File: src/rtl/norm_ctrl.sv
// norm_ctrl: row sequencer between psum/output buffers and the normalizer.
// Keeps exactly one row in flight and aborts on a stalled beat stream.
module norm_ctrl #(
   parameter int COL     = 8,
   parameter int BW_PSUM = 16,
   parameter int W_OUT   = 16,
   parameter int ADDR_W  = 6,
   parameter int TIMEOUT = 1024
) (
   input  logic                     clk,
   input  logic                     reset_n,
   input  logic                     start,
   input  logic [ADDR_W-1:0]        len,
   input  logic [ADDR_W-1:0]        base_rd,
   input  logic [ADDR_W-1:0]        base_wr,
   output logic                     busy,
   output logic                     done,
   output logic                     err,
   output logic                     mem_ren,
   output logic [ADDR_W-1:0]        mem_raddr,
   input  logic [COL*BW_PSUM-1:0]   mem_rdata,
   output logic                     norm_s_valid,
   output logic [COL*BW_PSUM-1:0]   norm_psum,
   input  logic                     norm_valid,
   input  logic [W_OUT-1:0]         norm_data,
   output logic                     mem_wen,
   output logic [ADDR_W-1:0]        mem_waddr,
   output logic [COL*W_OUT-1:0]     mem_wdata
);

   localparam int KW  = (COL > 1) ? $clog2(COL) : 1;
   localparam int WDW = $clog2(TIMEOUT + 1);
   localparam int PW  = COL * BW_PSUM;
   localparam int RW  = COL * W_OUT;

   typedef enum logic [2:0] {
      IDLE,
      RD,
      LAT,
      ISSUE,
      WAIT,
      WB
   } state_t;

   state_t            state_q, state_d;
   logic [ADDR_W-1:0] len_q, len_d;
   logic [ADDR_W-1:0] base_rd_q, base_rd_d;
   logic [ADDR_W-1:0] base_wr_q, base_wr_d;
   logic [ADDR_W-1:0] i_q, i_d;
   logic [KW-1:0]     k_q, k_d;
   logic [WDW-1:0]    wd_q, wd_d;
   logic [PW-1:0]     psum_q, psum_d;
   logic [RW-1:0]     row_q, row_d;
   logic              err_q, err_d;
   logic              done_q, done_d;
   logic              busy_q, busy_d;
   logic              ren_q, ren_d;
   logic [ADDR_W-1:0] raddr_q, raddr_d;
   logic              sval_q, sval_d;
   logic              wen_q, wen_d;
   logic [ADDR_W-1:0] waddr_q, waddr_d;
   logic [RW-1:0]     wdata_q, wdata_d;

   // Next-state, datapath and registered-output decode for the sequencer.
   always_comb begin
      state_d   = state_q;
      len_d     = len_q;
      base_rd_d = base_rd_q;
      base_wr_d = base_wr_q;
      i_d       = i_q;
      k_d       = k_q;
      wd_d      = wd_q;
      psum_d    = psum_q;
      row_d     = row_q;
      err_d     = err_q;
      done_d    = 1'b0;

      unique case (state_q)
         IDLE: begin
            if (start) begin
               len_d     = len;
               base_rd_d = base_rd;
               base_wr_d = base_wr;
               err_d     = 1'b0;
               i_d       = '0;
               if (len == '0) begin
                  done_d = 1'b1;
               end else begin
                  state_d = RD;
               end
            end
         end
         RD: begin
            state_d = LAT;
         end
         LAT: begin
            psum_d  = mem_rdata;
            state_d = ISSUE;
         end
         ISSUE: begin
            k_d     = '0;
            wd_d    = '0;
            state_d = WAIT;
         end
         WAIT: begin
            if (norm_valid) begin
               row_d[k_q*W_OUT +: W_OUT] = norm_data;
               k_d  = k_q + KW'(1);
               wd_d = '0;
               if (k_q == KW'(COL - 1)) begin
                  state_d = WB;
               end
            end else if (wd_q == WDW'(TIMEOUT - 1)) begin
               err_d   = 1'b1;
               done_d  = 1'b1;
               state_d = IDLE;
            end else begin
               wd_d = wd_q + WDW'(1);
            end
         end
         WB: begin
            if (i_q == len_q - ADDR_W'(1)) begin
               done_d  = 1'b1;
               state_d = IDLE;
            end else begin
               i_d     = i_q + ADDR_W'(1);
               state_d = RD;
            end
         end
         default: begin
            state_d = IDLE;
         end
      endcase

      // A beat with no row open is dropped but remembered as an error.
      if (norm_valid && (state_q != WAIT)) begin
         err_d = 1'b1;
      end

      busy_d  = (state_d != IDLE);
      ren_d   = (state_d == RD);
      sval_d  = (state_d == ISSUE);
      wen_d   = (state_d == WB);
      raddr_d = raddr_q;
      waddr_d = waddr_q;
      wdata_d = wdata_q;
      if (state_d == RD) begin
         raddr_d = base_rd_d + i_d;
      end
      if (state_d == WB) begin
         waddr_d = base_wr_d + i_d;
         wdata_d = row_d;
      end
   end

   // State and output registers; reset drops the job with no done pulse.
   always_ff @(posedge clk or negedge reset_n) begin
      if (!reset_n) begin
         state_q   <= IDLE;
         len_q     <= '0;
         base_rd_q <= '0;
         base_wr_q <= '0;
         i_q       <= '0;
         k_q       <= '0;
         wd_q      <= '0;
         psum_q    <= '0;
         row_q     <= '0;
         err_q     <= 1'b0;
         done_q    <= 1'b0;
         busy_q    <= 1'b0;
         ren_q     <= 1'b0;
         raddr_q   <= '0;
         sval_q    <= 1'b0;
         wen_q     <= 1'b0;
         waddr_q   <= '0;
         wdata_q   <= '0;
      end else begin
         state_q   <= state_d;
         len_q     <= len_d;
         base_rd_q <= base_rd_d;
         base_wr_q <= base_wr_d;
         i_q       <= i_d;
         k_q       <= k_d;
         wd_q      <= wd_d;
         psum_q    <= psum_d;
         row_q     <= row_d;
         err_q     <= err_d;
         done_q    <= done_d;
         busy_q    <= busy_d;
         ren_q     <= ren_d;
         raddr_q   <= raddr_d;
         sval_q    <= sval_d;
         wen_q     <= wen_d;
         waddr_q   <= waddr_d;
         wdata_q   <= wdata_d;
      end
   end

   assign busy         = busy_q;
   assign done         = done_q;
   assign err          = err_q;
   assign mem_ren      = ren_q;
   assign mem_raddr    = raddr_q;
   assign norm_s_valid = sval_q;
   assign norm_psum    = psum_q;
   assign mem_wen      = wen_q;
   assign mem_waddr    = waddr_q;
   assign mem_wdata    = wdata_q;

endmodule

File: config.mk
export PLATFORM = sky130hd
export DESIGN_NAME = norm_ctrl
export DESIGN_NICKNAME = d
export VERILOG_FILES = /design/src/rtl/norm_ctrl.sv
export SDC_FILE = /design/constraint.sdc
export NUM_CORES = 1
export LEC_CHECK = 0
export ABC_AREA = 1
export CAP_MARGIN = 20
export CORE_UTILIZATION = 55
export CTS_CLUSTER_DIAMETER = 50
export CTS_CLUSTER_SIZE = 12
export DETAILED_ROUTE_END_ITERATION = 12
export DONT_BUFFER_PORTS = 1
export PLACE_DENSITY = 0.71
export SLEW_MARGIN = 15
export SYNTH_ARGS = -nofsm -noshare
export SYNTH_HDL_FRONTEND = slang
export SYNTH_SLANG_ARGS = --single-unit
File: constraint.sdc
create_clock -name clk -period 3.4 [get_ports clk]
set_input_delay 0.17 -clock clk [delete_from_list [all_inputs] [get_ports clk]]
set_output_delay 0.17 -clock clk [all_outputs]
set_load 0.01 [all_outputs]
==> qor.txt <==
Status: finished with violations
Failing checks: negative hold slack, max-slew violations
Synth area leader: dfrtp_1
Post-place setup slack: 0.06303 ns
CP startpoint kind: flop
CTS Buffer Depth: 3
Sequential share of the synthesized area: 62.00%
Fmax: 315.5 MHz
Met1 WL: 20.52 mm
DRT iter0 DRCs: 1,189
Sw power: 6.877 mW
Worst reg2reg path endpoint: mem_raddr[5]$_DFFE_PN0P_
Leak: 11.04 nW
Syn avg cell area: 9.198 µm²
Fill cells: 2,415
Syn Nets: 2,129
Slew of the pin with the lowest slew margin: 1.890 ns
Final Max Tran Viols: 200
Fin crit period: 3.169 ns
Max_slew headroom: -26.02%
CTS buffer count: 48
Placed cell area: 0.01818 mm²
CP required: 3.84 ns
Area of the multi-input gates: 0.006156 mm²
Gp weighted congestion: 0.8869
Pre-antenna DRT Iters: 6
Via-per-instance ratio: 5.484
R2r setup slk: 0.23 ns
TNS Setup: 0 ns
Combinational Power Share: 24.8%
Largest net degree at the start of global routing: 444
Initial antenna violation count: 2
Post-Layout Inst Area: 0.02130 mm²
Area growth from synthesis to layout: 19.10%
Via Count: 13,912
Final hold slack: -0.6679 ns
Int Pwr: 11.45 mW
Synth cell count leaders: nand2_1 (977), dfrtp_1 (443), o21ai_0 (67), inv_1 (66), clkbuf_1 (57)
Leading cell type by number of instances after synthesis: nand2_1
# clock sinks: 443
Initial Util: 56.23%
CTS tree: yes
Part of the power in the clock network: 26.6%
WL per Instance: 20.17 µm
Synthesis Warnings: 0
IO Port Bufs: 0
Post-synth ARST share: 100.0%
Total I/O pin count: 440
Top routing layer in use: met5
Setup violators final: 0
Max_cap viols: 0
DIE WIDTH: 182.3 µm
Worst R2R Path Depth: 19
RSZ-0062 raised after global routing: false
Final ANT Viol Nets: 0
Critical Path AT: 3.61 ns
Clock skew: 0.02607 ns
EDFF count, synth: 0
Final period util: 93.22%
Root Buffer: clkbuf_16
Main synth FF type: dfrtp_1
Distinct cells, synth: 49
Total congestion overflow: 0
DP HPWL: 32.77 mm
Launching point of the worst reg2reg path: len_q[0]$_DFFE_PN0P_
Mapped Cells: 1,944
Flop pwr share: 48.6%
Register area: 0.01109 mm²
DRC viols: 0
VDD IR-drop max: 0.8028 mV
Vias in the first global route: 13,851
Layout cells sized above 1: 8.425%
Clk_lat worst skew: 0.56 ns
Post-layout nets: 2,269
Die Y: 182.3 µm
Mapped Area: 0.01788 mm²
CP max FO: 7
Post-CTS setup buffer count: 0
DIE AREA: 0.03324 mm²
Synth top area cells: dfrtp_1 (62%), nand2_1 (21%), o21ai_0 (1.9%)
Aggregate global-route resource usage: 31.00%
Post-Route WL: 51.17 mm
# rows: 65
Worst Hold Class: input pin to async pin
CTS clk-pin slew, worst paths: 0.06 ns
Setup Crit Path Kind: flop to flop
PnR worst setup slack: 0.2306 ns
Yosys top cell area share: 62.00%
H-tree levels: 2
Routed wl met3: 4.118 mm
Core area: 0.03180 mm²
Power per cell area: 860.8 mW/mm²
FF+latch count, synth: 443
Final hold violation count: 443
Met2 wire len: 23.51 mm
CP Capture Type: flop
Switching share of power: 37.52%
Post-CTS Hold Buffers: 163
First-pass GRT wire length: 79.49 mm
-- cell type report --
class | instances | area share, %
diodes | 1 | 0.01175
clock buffers | 54 | 6.087
clock inverters | 13 | 0.6169
inverters | 71 | 1.281
multi-input cells | 1337 | 28.91
flip-flops and latches | 443 | 52.06
well taps | 435 | 2.556
repair buffers | 183 | 8.484
-- flip-flops by register name, summed over array words and instances, names as in the netlist, 3 cells and up --
| name | cells |
|---|---|
| wd_q | 11 |
| state_q | 3 |
| len_q | 6 |
| row_q | 128 |
| i_q | 6 |
| k_q | 3 |
| mem_wdata | 128 |
| mem_waddr | 6 |
| mem_raddr | 6 |
| base_rd_q | 6 |
| norm_psum | 128 |
| base_wr_q | 6 |
-- cells in the final DEF (no fill, tap or decap), drive strengths merged, types with 9 or more instances in the layout --
cell type    instances
nor3                 9
o31ai                9
dfrtp              443
nand3               38
clkbuf              54
dlygate4sd3        163
nand2              982
inv                 72
a21oi               54
o41ai                9
o21ai              106
buf                 20
ha                  17
nor2                55
a31oi               21
-- critical path, stage by stage, from the launching register on --
cell     delay [ns]
dfrtp_1        0.38
inv_2          0.12
ha_2           0.29
nand2_1        0.06
nand2_1        0.05
nor2_1         0.09
nand2_1        0.08
nor2_1         0.11
nand3_1        0.12
buf_4          0.19
nand3_1        0.13
mux2i_4        0.34
ha_4           0.27
a21o_1         0.19
nand2_1        0.05
nand3_1        0.11
xnor2_1        0.21
nand3_1        0.11
nand3_1        0.10
nand2_1        0.06
-- cells by family (layout without fill, tap and decap cells) --
family,after synthesis,in the layout,share of synthesized area [%]
compound gates,206,206,7.872
xor+xnor,11,11,0.5388
fa+ha+maj,19,19,1.413
buf+inv,164,321,3.982
flops,443,443,62.00
mux,5,5,0.3079
other cells,0,1,0
simple gates,1096,1096,23.89
-- metal layers --
metal  GRT usage [%]  vias to the layer above
met3           7.583                      163
met5               0                        -
met2           48.69                      672
li1                -                     6400
met4           16.24                        2
met1           40.15                     6675
-- stage by stage --
| stage | utilization [%] | instances | hold WS, ns | total power, mW |
|---|---|---|---|---|
| after floorplan | - | 1944 | -0.1256 | 11.64 |
| final | 66.97 | 2537 | -0.6679 | 18.33 |
| after global routing | 66.97 | 2537 | -0.6977 | 19.32 |
| after detailed placement | 57.17 | 2306 | -0.1114 | 13.04 |
| after global placement | 57.17 | 2306 | -0.1060 | 12.82 |
| after CTS | 66.79 | 2536 | -0.6895 | 18.16 |
-- power by group through the flow --
stage	Combinational (mW)	Clock (mW)	Sequential (mW)
after floorplan	3.31	0	8.33
after CTS	4.35	4.95	8.86
final	4.55	4.87	8.91
after global routing	5.14	5.16	9.02
after detailed placement	4.12	0	8.92
after global placement	3.93	0	8.89
-- worst max path at each step --
stage                         startpoint                  endpoint  slack, ns  cells past startpoint
detailed placement  len_q[0]$_DFFE_PN0P_  mem_waddr[4]$_DFFE_PN0P_       0.06                     18
global route        len_q[0]$_DFFE_PN0P_  mem_raddr[5]$_DFFE_PN0P_       0.02                     20
floorplan           len_q[0]$_DFFE_PN0P_  mem_waddr[5]$_DFFE_PN0P_       0.45                     21
global placement    len_q[0]$_DFFE_PN0P_  mem_raddr[5]$_DFFE_PN0P_       0.18                     21
CTS                 len_q[0]$_DFFE_PN0P_  mem_raddr[5]$_DFFE_PN0P_       0.03                     20
finish              len_q[0]$_DFFE_PN0P_  mem_raddr[5]$_DFFE_PN0P_       0.23                     19
-- timing repair --
action	CTS	global route
setup endpoints to repair	0	5
hold endpoints to repair	658	443
resized for setup	0	13
(Power assumes the default switching activity.)
